--- config.mk ---
export PLATFORM = sky130hd
export DESIGN_NAME = comb_seq_ctrl
export DESIGN_NICKNAME = d
export VERILOG_FILES = /design/src/rtl/comb_seq_ctrl.sv
export SDC_FILE = /design/constraint.sdc
export NUM_CORES = 1
export LEC_CHECK = 0
export BUFFER_PORTS_ARGS = -buffer_cell sky130_fd_sc_hd__buf_2
export CORE_MARGIN = 4
export CORE_UTILIZATION = 30
export CTS_CLUSTER_DIAMETER = 80
export DETAILED_ROUTE_END_ITERATION = 10
export PLACE_DENSITY = 0.44
export SYNTH_ARGS = -nofsm -noshare
export SYNTH_HDL_FRONTEND = slang
export SYNTH_SLANG_ARGS = --single-unit
--- constraint.sdc ---
create_clock -name clk -period 8.95 [get_ports clk]
set_input_delay 1.3425 -clock clk [delete_from_list [all_inputs] [get_ports clk]]
set_output_delay 1.3425 -clock clk [all_outputs]
set_load 0.01 [all_outputs]
--- src/rtl/comb_seq_ctrl.sv ---
// Four-operand serial collector feeding the compare/add datapath.
// Optional out_ready back-pressure enabled by COMB_SEQ_OUT_READY_EN.
module comb_seq_ctrl #(
  parameter int DATA_W  = 7,
  parameter int TIMEOUT = 15
) (
  input  logic              clk,
  input  logic              rst_n,
  input  logic              in_valid,
  input  logic [DATA_W-1:0] in_num,
`ifdef COMB_SEQ_OUT_READY_EN
  input  logic              out_ready,
`endif
  output logic              in_ready,
  output logic              busy,
  output logic              out_valid,
  output logic [DATA_W:0]   out_num0,
  output logic [DATA_W:0]   out_num1,
  output logic              err
);

  typedef enum logic [1:0] {
    IDLE = 2'd0,
    LOAD = 2'd1,
    CALC = 2'd2,
    OUT  = 2'd3
  } state_t;

  localparam logic [7:0] GAP_LAST = 8'(TIMEOUT - 1);

  state_t            state;
  logic [DATA_W-1:0] ops [4];
  logic [1:0]        idx;
  logic [7:0]        gap;

  logic [DATA_W-1:0] x, o, a, y;
  logic [DATA_W-1:0] l1, s1, l2, s2;
  logic [DATA_W:0]   sum_l, sum_s, gray_s;

  always_comb begin
    x = ops[0] ~^ ops[1];
    o = ops[1] | ops[3];
    a = ops[0] & ops[2];
    y = ops[2] ^ ops[3];
    l1 = o;
    s1 = x;
    if (x >= o) begin
      l1 = x;
      s1 = o;
    end
    l2 = y;
    s2 = a;
    if (a >= y) begin
      l2 = a;
      s2 = y;
    end
    sum_l  = {1'b0, l1} + {1'b0, l2};
    sum_s  = {1'b0, s1} + {1'b0, s2};
    gray_s = sum_s ^ (sum_s >> 1);
  end

  assign in_ready  = (state == IDLE) || (state == LOAD);
  assign busy      = (state != IDLE);
  assign out_valid = (state == OUT);

  always_ff @(posedge clk or negedge rst_n) begin
    if (!rst_n) begin
      state    <= IDLE;
      for (int i = 0; i < 4; i++) ops[i] <= '0;
      idx      <= '0;
      gap      <= '0;
      out_num0 <= '0;
      out_num1 <= '0;
      err      <= 1'b0;
    end else begin
      err <= 1'b0;
      unique case (state)
        IDLE: begin
          if (in_valid) begin
            ops[0] <= in_num;
            idx    <= 2'd1;
            gap    <= '0;
            state  <= LOAD;
          end
        end
        LOAD: begin
          if (in_valid) begin
            ops[idx] <= in_num;
            idx      <= idx + 2'd1;
            gap      <= '0;
            if (idx == 2'd3) state <= CALC;
          end else if (gap == GAP_LAST) begin
            // abort: the err cycle is already an IDLE cycle
            err   <= 1'b1;
            for (int i = 0; i < 4; i++) ops[i] <= '0;
            idx   <= '0;
            gap   <= '0;
            state <= IDLE;
          end else begin
            gap <= gap + 8'd1;
          end
        end
        CALC: begin
          out_num0 <= sum_l;
          out_num1 <= gray_s;
          state    <= OUT;
        end
        OUT: begin
`ifdef COMB_SEQ_OUT_READY_EN
          if (out_ready) state <= IDLE;
`else
          state <= IDLE;
`endif
        end
        default: state <= IDLE;
      endcase
    end
  end

endmodule

* Word-level counts from Yosys, hierarchy flattened *
Index checks and enable logic that the tools add are counted.

operators by class
  $add $sub $neg = 4
  muxes and demuxes = 25
  equal/unequal tests = 8
  magnitude comparators = 4
  bitwise logic cells = 6
  reductions and logical operators = 10

operators by type and width
  cell                                                    number
  two-way mux 28 bit                                      2
  two-way mux 7 bit                                       6
  bitwise mux 28 bit                                      1
  two-way mux 8 bit                                       3
  adder 7 x 7 -> 8 bit                                    2
  one-hot mux 8 bit (2 select lines)                      1
  demux 7 bit (select 2 bit)                              1
  greater-or-equal comparator 7 bit                       2
  one-hot mux 7 bit (2 select lines)                      1
  two-way mux 2 bit                                       5
  adder 8 x 1 -> 8 bit (second input constant)            1
  == test 8 x 4 -> 1 bit (second input constant)          1
  one-hot mux 2 bit (4 select lines)                      1
  XOR 8 x 7 -> 8 bit                                      1
  AND 7 bit                                               1
  bitwise OR 7 bit                                        1
  XNOR 7 bit                                              1
  XOR 7 bit                                               1
  == test 2 bit (second input constant)                   3
  inequality test 3 x 2 -> 1 bit (second input constant)  2
  AND reduction 3 bit                                     2
  nonzero test 2 bit                                      3
  one-hot mux 2 bit (2 select lines)                      1
  AND reduction 2 bit                                     2
  other kinds (10)                                        12

storage, ports and cells
  register bits after elaboration = 57
  logic and storage cells = 67
  output and inout port bits = 20
  input port bits = 10

* Longest topological paths before layout *
Gate-level depths: netlist (run 1).

  word-level depth = 8
  depth in mapped cells = 17
  depth with buffers taken out = 16

* Worst setup path after synthesis (run 1) *
Ideal clock, no wire load.

  path type = reg2reg
  from = register ops[0] (netlist name)
  to = register out_num1[4]
  stages on the path, launching flop included = 17
  library setup time = 0.135 ns
  setup slack = 5.482 ns
  buffers on the path = 1
  arrival time = 3.333 ns
  cell sequence = dfrtp_1 > xnor2_1 > inv_1 > ha_1 > nand2b_1 > a21o_1 > a21oi_1 > o211ai_2 > buf_2 > mux2i_1 > ha_1 > fa_1 > a211oi_1 > nor2_1 > xor2_1 > xnor2_1 > o21ai_0

between the ends
  cells in the longest elaborated chain, start to end = 5

ends and longest elaborated chain
  item                                                         RTL line  text
  start: declaration                                           32        logic [DATA_W-1:0] ops [4];
  start signal: indexed assignment                             88        ops[idx] <= in_num;
  bitwise OR 7 bit / XOR 7 bit (equally long branches)         42, 44
  greater-or-equal comparator 7 bit, on equally long branches  47, 53
  two-way mux 7 bit, on equally long branches                  47, 53
  adder 7 x 7 -> 8 bit *                                       58        sum_s = {1'b0, s1} + {1'b0, s2};
  XOR 8 x 7 -> 8 bit *                                         59        gray_s = sum_s ^ (sum_s >> 1);
  end signal: assignment                                       105       out_num1 <= gray_s;
  end: declaration                                             18        output logic [DATA_W:0] out_num1,

Mark *: on every way between the ends. The rest lies on a longest branch, timed or not.
A chain may end at the register's enable or synchronous reset.

* Worst setup path after layout (run 1) *
  from = register ops[7] (netlist name)
  to = register out_num1[6]

between the ends
  cells in the longest elaborated chain, start to end = 5

ends and longest elaborated chain
  item                                           RTL line  text
  AND 7 bit / XOR 7 bit (equally long branches)  43, 44
  greater-or-equal comparator 7 bit              53        if (a >= y) begin
  two-way mux 7 bit *                            53
  adder 7 x 7 -> 8 bit *                         58
  XOR 8 x 7 -> 8 bit *                           59

Marked as above.

==> metrics, run 1 <==
number of I/O port buffers 29; TritonRoute pass-1 iters 4; total wirelength of the detailed-routed design 9290 µm; global routing usage summed across all routing layers 13.73%; number of rows created at floorplan 41; floorplan die width 122.4 µm; endpoint required time on the critical path 9.15 ns; placed instance count 623; number of antenna violations at the first check in global routing 0; synthesis-stage register bit count 57; shortest period the worst path allows 4.102 ns; CTS H-tree depth 3; final setup violating endpoints 0; arrival time at the worst endpoint 4.31 ns; number of flops mapped to enable cells by yosys 0; pin count of the biggest net entering global routing 58; via count 3018; IO Pins 30; Unique masters post-synth 44; total negative slack for setup checks 0 ns; remaining global-route overflow 0; cell with the largest stage delay on the worst path sky130_fd_sc_hd__o211ai_2; fraction of synthesized cell area taken by the top area cell type about 36%; initial cell density of the core 30.85%; slew margin rel. 31.01%; number of buffers on the longest clock path 2; Post-CTS Resized 0; met2 routed WL ~4200 µm; Clock Root Buffer sky130_fd_sc_hd__clkbuf_16; final antenna diode count 0; sum of routed wire segments on met1 roughly 4700 µm; top achievable clock speed 0.2438 GHz; total setup buffers inserted after CTS 0; min-delay worst type reg -> reg; Synth area leaders sky130_fd_sc_hd__dfrtp_1, sky130_fd_sc_hd__ha_1, sky130_fd_sc_hd__mux2i_1, sky130_fd_sc_hd__o21ai_0, sky130_fd_sc_hd__inv_1; final-layout worst hold slack 0.4676 ns; mean cell area of the mapped netlist 9.023 µm²; Area Growth Syn to Fin 15.56%; crit-path max cell delay just over 0.8 ns; most used flip-flop cell after synthesis sky130_fd_sc_hd__dfrtp_1; ordered cell list for the critical path xnor2_1 -> inv_1 -> ha_1 -> nand2b_1 -> a21o_1 -> a21oi_1 -> o211ai_2 -> mux2i_1 -> ha_1 -> fa_1 -> a211oi_1 -> or3b_2 -> nand3_1 -> xnor2_1 -> o21ai_0; Clk Latency, worst-skew pair 0.34 ns; wire per inst 14.56 µm; unrepaired setup endpoints after global routing no; post-synthesis cell count 435; post-synthesis net count 481; area of the mapped netlist 3925 µm²; GP Congestion 0.8535; launching element type of the critical path flop; Die H approximately 120 µm; clock edge transition at the registers on the reported setup and hold paths about 0.050 ns; global-route wire length before repair 15740 µm; area leader, netlist sky130_fd_sc_hd__dfrtp_1; uppermost layer routed met4; commonest non-fill, non-tap cell in the layout sky130_fd_sc_hd__dfrtp_1; setup skew after layout 0.01135 ns; area of the core 12720 µm²; transition time at the pin with the least slew margin 1.032 ns; area after detailed placement roughly 4200 µm²; post-detailed-route DRC marker count 0; most frequent cells in the layout sky130_fd_sc_hd__dfrtp_1, sky130_fd_sc_hd__o21ai_0, sky130_fd_sc_hd__inv_1, sky130_fd_sc_hd__nand2_1, sky130_fd_sc_hd__mux2i_1; part of the Yosys area used for sequential elements 36.34%; TritonCTS clock tree built; hold buffer count at CTS 0; number of global-route vias before repair 3045; fraction of layout cells with a size suffix above 1 12.23%; final worst-path cycle share 45.83%; area of the die around 15000 µm²; post-detail-place hpwl 7080 µm; fin. max-slew vios 0; path type of the worst setup path reg -> reg; result of the run finished, final reports clean; violation count after the first detailed-route iteration 108; Maximum Capacitance Violations 0; net total in the final layout 508; Crit. End Element flop; CTS buffer count 9; DR vias/cell 4.730; design area around 4500 µm²; critical path fanouts, max 15; count of warnings emitted by yosys 0; count of clock tree sinks 57; routed wl met3 288 µm; post-route ant nets 0; Synth async-reset ratio 100.0%; final instance count without filler cells 638; final-report hold violation count 0
## area by class of cell
class                      count  area [µm²]
fill                        1366        8187
timing repair buffer          31       160.2
tap                          172       215.2
clock buffer                  12       256.5
inverter                      49       183.9
clock inverter                 3       40.04
sequential                    57        1426
multi-input combinational    314        2253
## state kept, by name, indices dropped and copies added, names as in the netlist, named ones only
| register | count |
|---|---|
| out_num1 | 8 |
| out_num0 | 8 |
| gap | 8 |
| ops | 28 |
| state | 1 |
| idx | 2 |
| err | 1 |
## cells by family (layout without fill, tap and decap cells)
logic type	after synthesis	after routing	synth area share, %
xor+xnor	27	27	6.025
compound gates	88	88	13.26
fa+ha+maj	36	36	11.86
simple gates	124	124	16.19
buf+inv	64	95	6.248
mux	39	39	10.07
flops	57	57	36.34
## critical path: cells and delay by family, from the launching register on
kind	cells	cell delay (ns)
mux	1	0.24
xor+xnor	2	0.44
fa+ha+maj	3	0.94
simple gates	3	0.39
flops	1	0.42
buf+inv	1	0.08
compound gates	5	1.46
## synthesized netlist by cell type (2+ instances only)
cell type,n
sky130_fd_sc_hd__nand2_1,41
sky130_fd_sc_hd__nor3_1,2
sky130_fd_sc_hd__and3_1,2
sky130_fd_sc_hd__dfrtp_1,57
sky130_fd_sc_hd__nor2_1,17
sky130_fd_sc_hd__ha_1,34
sky130_fd_sc_hd__a21o_1,6
sky130_fd_sc_hd__fa_1,2
sky130_fd_sc_hd__o31ai_1,6
sky130_fd_sc_hd__a221oi_1,2
sky130_fd_sc_hd__buf_2,3
sky130_fd_sc_hd__xor2_1,13
sky130_fd_sc_hd__nor3b_1,5
sky130_fd_sc_hd__clkbuf_1,11
sky130_fd_sc_hd__nand2b_1,7
sky130_fd_sc_hd__xnor2_1,14
sky130_fd_sc_hd__a21oi_1,11
sky130_fd_sc_hd__a31oi_1,2
sky130_fd_sc_hd__and2_1,5
sky130_fd_sc_hd__inv_1,49
sky130_fd_sc_hd__a211oi_1,2
sky130_fd_sc_hd__o21ai_0,51
sky130_fd_sc_hd__o211ai_2,2
sky130_fd_sc_hd__nand3_1,27
sky130_fd_sc_hd__mux2i_1,35
sky130_fd_sc_hd__nand4_1,4
sky130_fd_sc_hd__nor2b_1,5
sky130_fd_sc_hd__mux2_2,4
## routing by layer
metal	vias to the layer above	GRT usage (%)
met1	1419	18.18
met2	40	21.47
met4	0	5.458
met5	-	0
li1	1548	-
met3	11	3.456
## per-stage QoR
step,utilization (%),setup slack [ns]
floorplan,-,5.482
global placement,33.32,4.892
detailed placement,33.32,4.871
CTS,35.65,4.850
global route,35.65,4.525
finish,35.65,4.848
## final timing paths
check	startpoint	slack [ns]	end	cells after the start
setup / recovery	ops[7]	4.85	out_num1[6]	15
hold / removal	out_num1[3]	0.47	out_num1[3]	2
setup reg to reg	ops[7]	4.85	out_num1[6]	15
hold reg to reg	out_num1[3]	0.47	out_num1[3]	2
max in group asynchronous	rst_n	7.28	ops[19]	2
min in group asynchronous	rst_n	1.15	out_num0[4]	2
Power of run 1 is left out: the tool's default activity adds up to more than one toggle a clock period on the data nets, which glitch-free logic cannot reach.
==> run 2, diff against run 1 <==
--- a/config.mk
+++ b/config.mk
@@ -10,7 +10,7 @@
 export CORE_UTILIZATION = 30
 export CTS_CLUSTER_DIAMETER = 80
 export DETAILED_ROUTE_END_ITERATION = 10
-export PLACE_DENSITY = 0.44
+export PLACE_DENSITY = 0.45
 export SYNTH_ARGS = -nofsm -noshare
 export SYNTH_HDL_FRONTEND = slang
 export SYNTH_SLANG_ARGS = --single-unit
==> constraint.sdc (replaced) <==
create_clock -name clk -period 3.6 [get_ports clk]
set_input_delay 0.54 -clock clk [delete_from_list [all_inputs] [get_ports clk]]
set_output_delay 0.54 -clock clk [all_outputs]
set_load 0.01 [all_outputs]
==> run 2 against run 1 <==
Effect of this change: clock skew decreased by 0.0034 ns; clock-buffer cell count decreased by 3; sequential cell count unchanged; setup slack got worse by 4.6 ns; non-clock buffer count increased by 12.
==> metrics, run 2 (synthesis gave the netlist of run 1 again) <==
result of the run finished, final reports clean; pre-CTS WS 0.07399 ns (-4.797 ns); Clock Root Buffer sky130_fd_sc_hd__clkbuf_16; CTS buffer count 9 (unchanged); endpoint required time on the critical path 3.82 ns (-5.33 ns); TritonCTS clock tree built; via count 3067 (+1.6%); Area Growth Syn to Fin 20.94%; ordered cell list for the critical path xnor2_2 -> inv_1 -> ha_1 -> nand2b_1 -> a21o_1 -> a21oi_1 -> o211ai_2 -> buf_6 -> mux2i_2 -> ha_1 -> a211oi_4 -> o31ai_4 -> a31o_2 -> mux2_2; pin count of the biggest net entering global routing 46 (-21%); fraction of layout cells with a size suffix above 1 18.16% (+5.9 points); setup skew after layout 0.007911 ns (-0.003441 ns); critical path fanouts, max 13 (-2); Util after Layout 37.31% (+1.7 points); register with the most flip-flops ops; hold buffer count at CTS 0 (unchanged); fin. max-slew vios 0 (unchanged); final setup violating endpoints 0 (unchanged); post-detailed-route DRC marker count 0 (unchanged); buffers and inverters on the worst path 2 (+1); area of the core 12720 µm² (unchanged); Clk Latency, worst-skew pair 0.34 ns (about the same); final antenna diode count 0 (unchanged); launching element type of the critical path flop; Maximum Capacitance Violations 0 (unchanged); post-detail-place hpwl 7269 µm (+2.7%); CTS H-tree depth 3 (unchanged); net total in the final layout 520 (+2.4%); number of I/O port buffers 29 (unchanged); number of buffers on the longest clock path 2 (unchanged); violation count after the first detailed-route iteration 156 (+44%); Crit. End Element flop; clock edge transition at the registers on the reported setup and hold paths 0.06 ns (about the same); count of clock tree sinks 57 (unchanged); initial cell density of the core 30.85% (unchanged); cell with the most instances on the worst path sky130_fd_sc_hd__ha_1; crit-path max cell delay 0.42 ns (-0.41 ns); DR vias/cell 4.711 (-0.41%); global routing usage summed across all routing layers 13.73% (about the same); slew margin rel. 29.27% (-1.7 points); Die H 122.4 µm (unchanged); transition time at the pin with the least slew margin 1.061 ns (+0.02924 ns); shortest period the worst path allows 3.396 ns (-0.7057 ns); final worst-path setup slack 0.2039 ns (-4.644 ns); cell with the largest stage delay on the worst path sky130_fd_sc_hd__dfrtp_1; global-route wire length before repair 15790 µm (+0.31%); floorplan die width 122.4 µm (unchanged); final-report hold violation count 0 (unchanged); area of the die 14980 µm² (unchanged); flop2flop setup slack 0.20 ns (-4.64 ns); commonest non-fill, non-tap cell in the layout sky130_fd_sc_hd__dfrtp_1; remaining global-route overflow 0 (unchanged); arrival time at the worst endpoint 3.61 ns (-0.70 ns); path type of the worst setup path reg -> reg; number of global-route vias before repair 3065 (+0.66%); final worst-path cycle share 94.34% (+49 points); wire per inst 14.52 µm (-0.29%); IO Pins 30 (unchanged); GP Congestion 0.8364 (-2.0%); most frequent cells in the layout sky130_fd_sc_hd__dfrtp_1, sky130_fd_sc_hd__o21ai_0, sky130_fd_sc_hd__inv_1, sky130_fd_sc_hd__nand2_1; TritonRoute pass-1 iters 4 (unchanged); min-delay worst type in -> async; number of antenna violations at the first check in global routing 0 (unchanged); top achievable clock speed 0.2945 GHz (+21%); final instance count without filler cells 651 (+2.0%); gate family responsible for the most delay along the worst path compound AO/OA/AOI/OAI gates; max FFs per register 28 (unchanged); placed instance count 634 (+1.8%); total wirelength of the detailed-routed design 9452 µm (+1.7%); number of rows created at floorplan 41 (unchanged); post-route ant nets 0 (unchanged)
-- run 2: worst paths after layout --
path / to / cells after the start / start
setup / recovery: out_num1[7] / 14 / ops[0]
hold / removal: out_num0[3] / 1 / rst_n
setup reg to reg: out_num1[7] / 14 / ops[0]
hold reg to reg: out_num1[6] / 2 / out_num1[6]
max in group asynchronous: ops[19] / 2 / rst_n
min in group clk: out_num1[6] / 2 / out_num1[6]
-- run 2: worst reg2reg max path, cell delays in order, from the launching register on --
cell and delay (ns):
sky130_fd_sc_hd__dfrtp_1 0.42, sky130_fd_sc_hd__xnor2_2 0.18, sky130_fd_sc_hd__inv_1 0.06, sky130_fd_sc_hd__ha_1 0.26, sky130_fd_sc_hd__nand2b_1 0.14, sky130_fd_sc_hd__a21o_1 0.18
sky130_fd_sc_hd__a21oi_1 0.16, sky130_fd_sc_hd__o211ai_2 0.16, sky130_fd_sc_hd__buf_6 0.21, sky130_fd_sc_hd__mux2i_2 0.24, sky130_fd_sc_hd__ha_1 0.30, sky130_fd_sc_hd__a211oi_4 0.30
sky130_fd_sc_hd__o31ai_4 0.12, sky130_fd_sc_hd__a31o_2 0.28, sky130_fd_sc_hd__mux2_2 0.26
-- run 2: layout make-up --
| class | instances | area [µm²] |
|---|---|---|
| well taps | 172 | 215.2 |
| repair buffers | 43 | 254.0 |
| clock buffers | 9 | 225.2 |
| clock inverters | 7 | 77.57 |
| flip-flops and latches | 57 | 1426 |
| fillers | 1334 | 7975 |
| inverters | 49 | 183.9 |
| multi-input cells | 314 | 2365 |
-- run 2: metal layers --
metal / vias up / routed length (µm) / global-route usage, %
met5: - / 0 / 0
met4: 0 / 109 / 4.409
met3: 9 / 361 / 3.825
met2: 42 / 4377 / 21.40
met1: 1445 / 4603 / 18.46
li1: 1571 / - / -
-- run 2: through the flow --
stage / hold WS (ns) / setup TNS, ns / cell area [µm²]
6_report: 0.3966 / 0 / 4747
5_1_grt: 0.4903 / -0.01467 / 4747
4_1_cts: 0.4254 / 0 / 4624
3_5_place_dp: 0.4658 / 0 / 4322
3_3_place_gp: 0.4609 / 0 / 4322
2_1_floorplan: 0.2444 / 0 / 3925
-- run 2: repair_timing --
item                       4_1_cts  5_1_grt
setup endpoints to repair        0       10
setup buffers                    0        1
gates resized for setup          0       23
Power of run 2 is left out for the same reason.
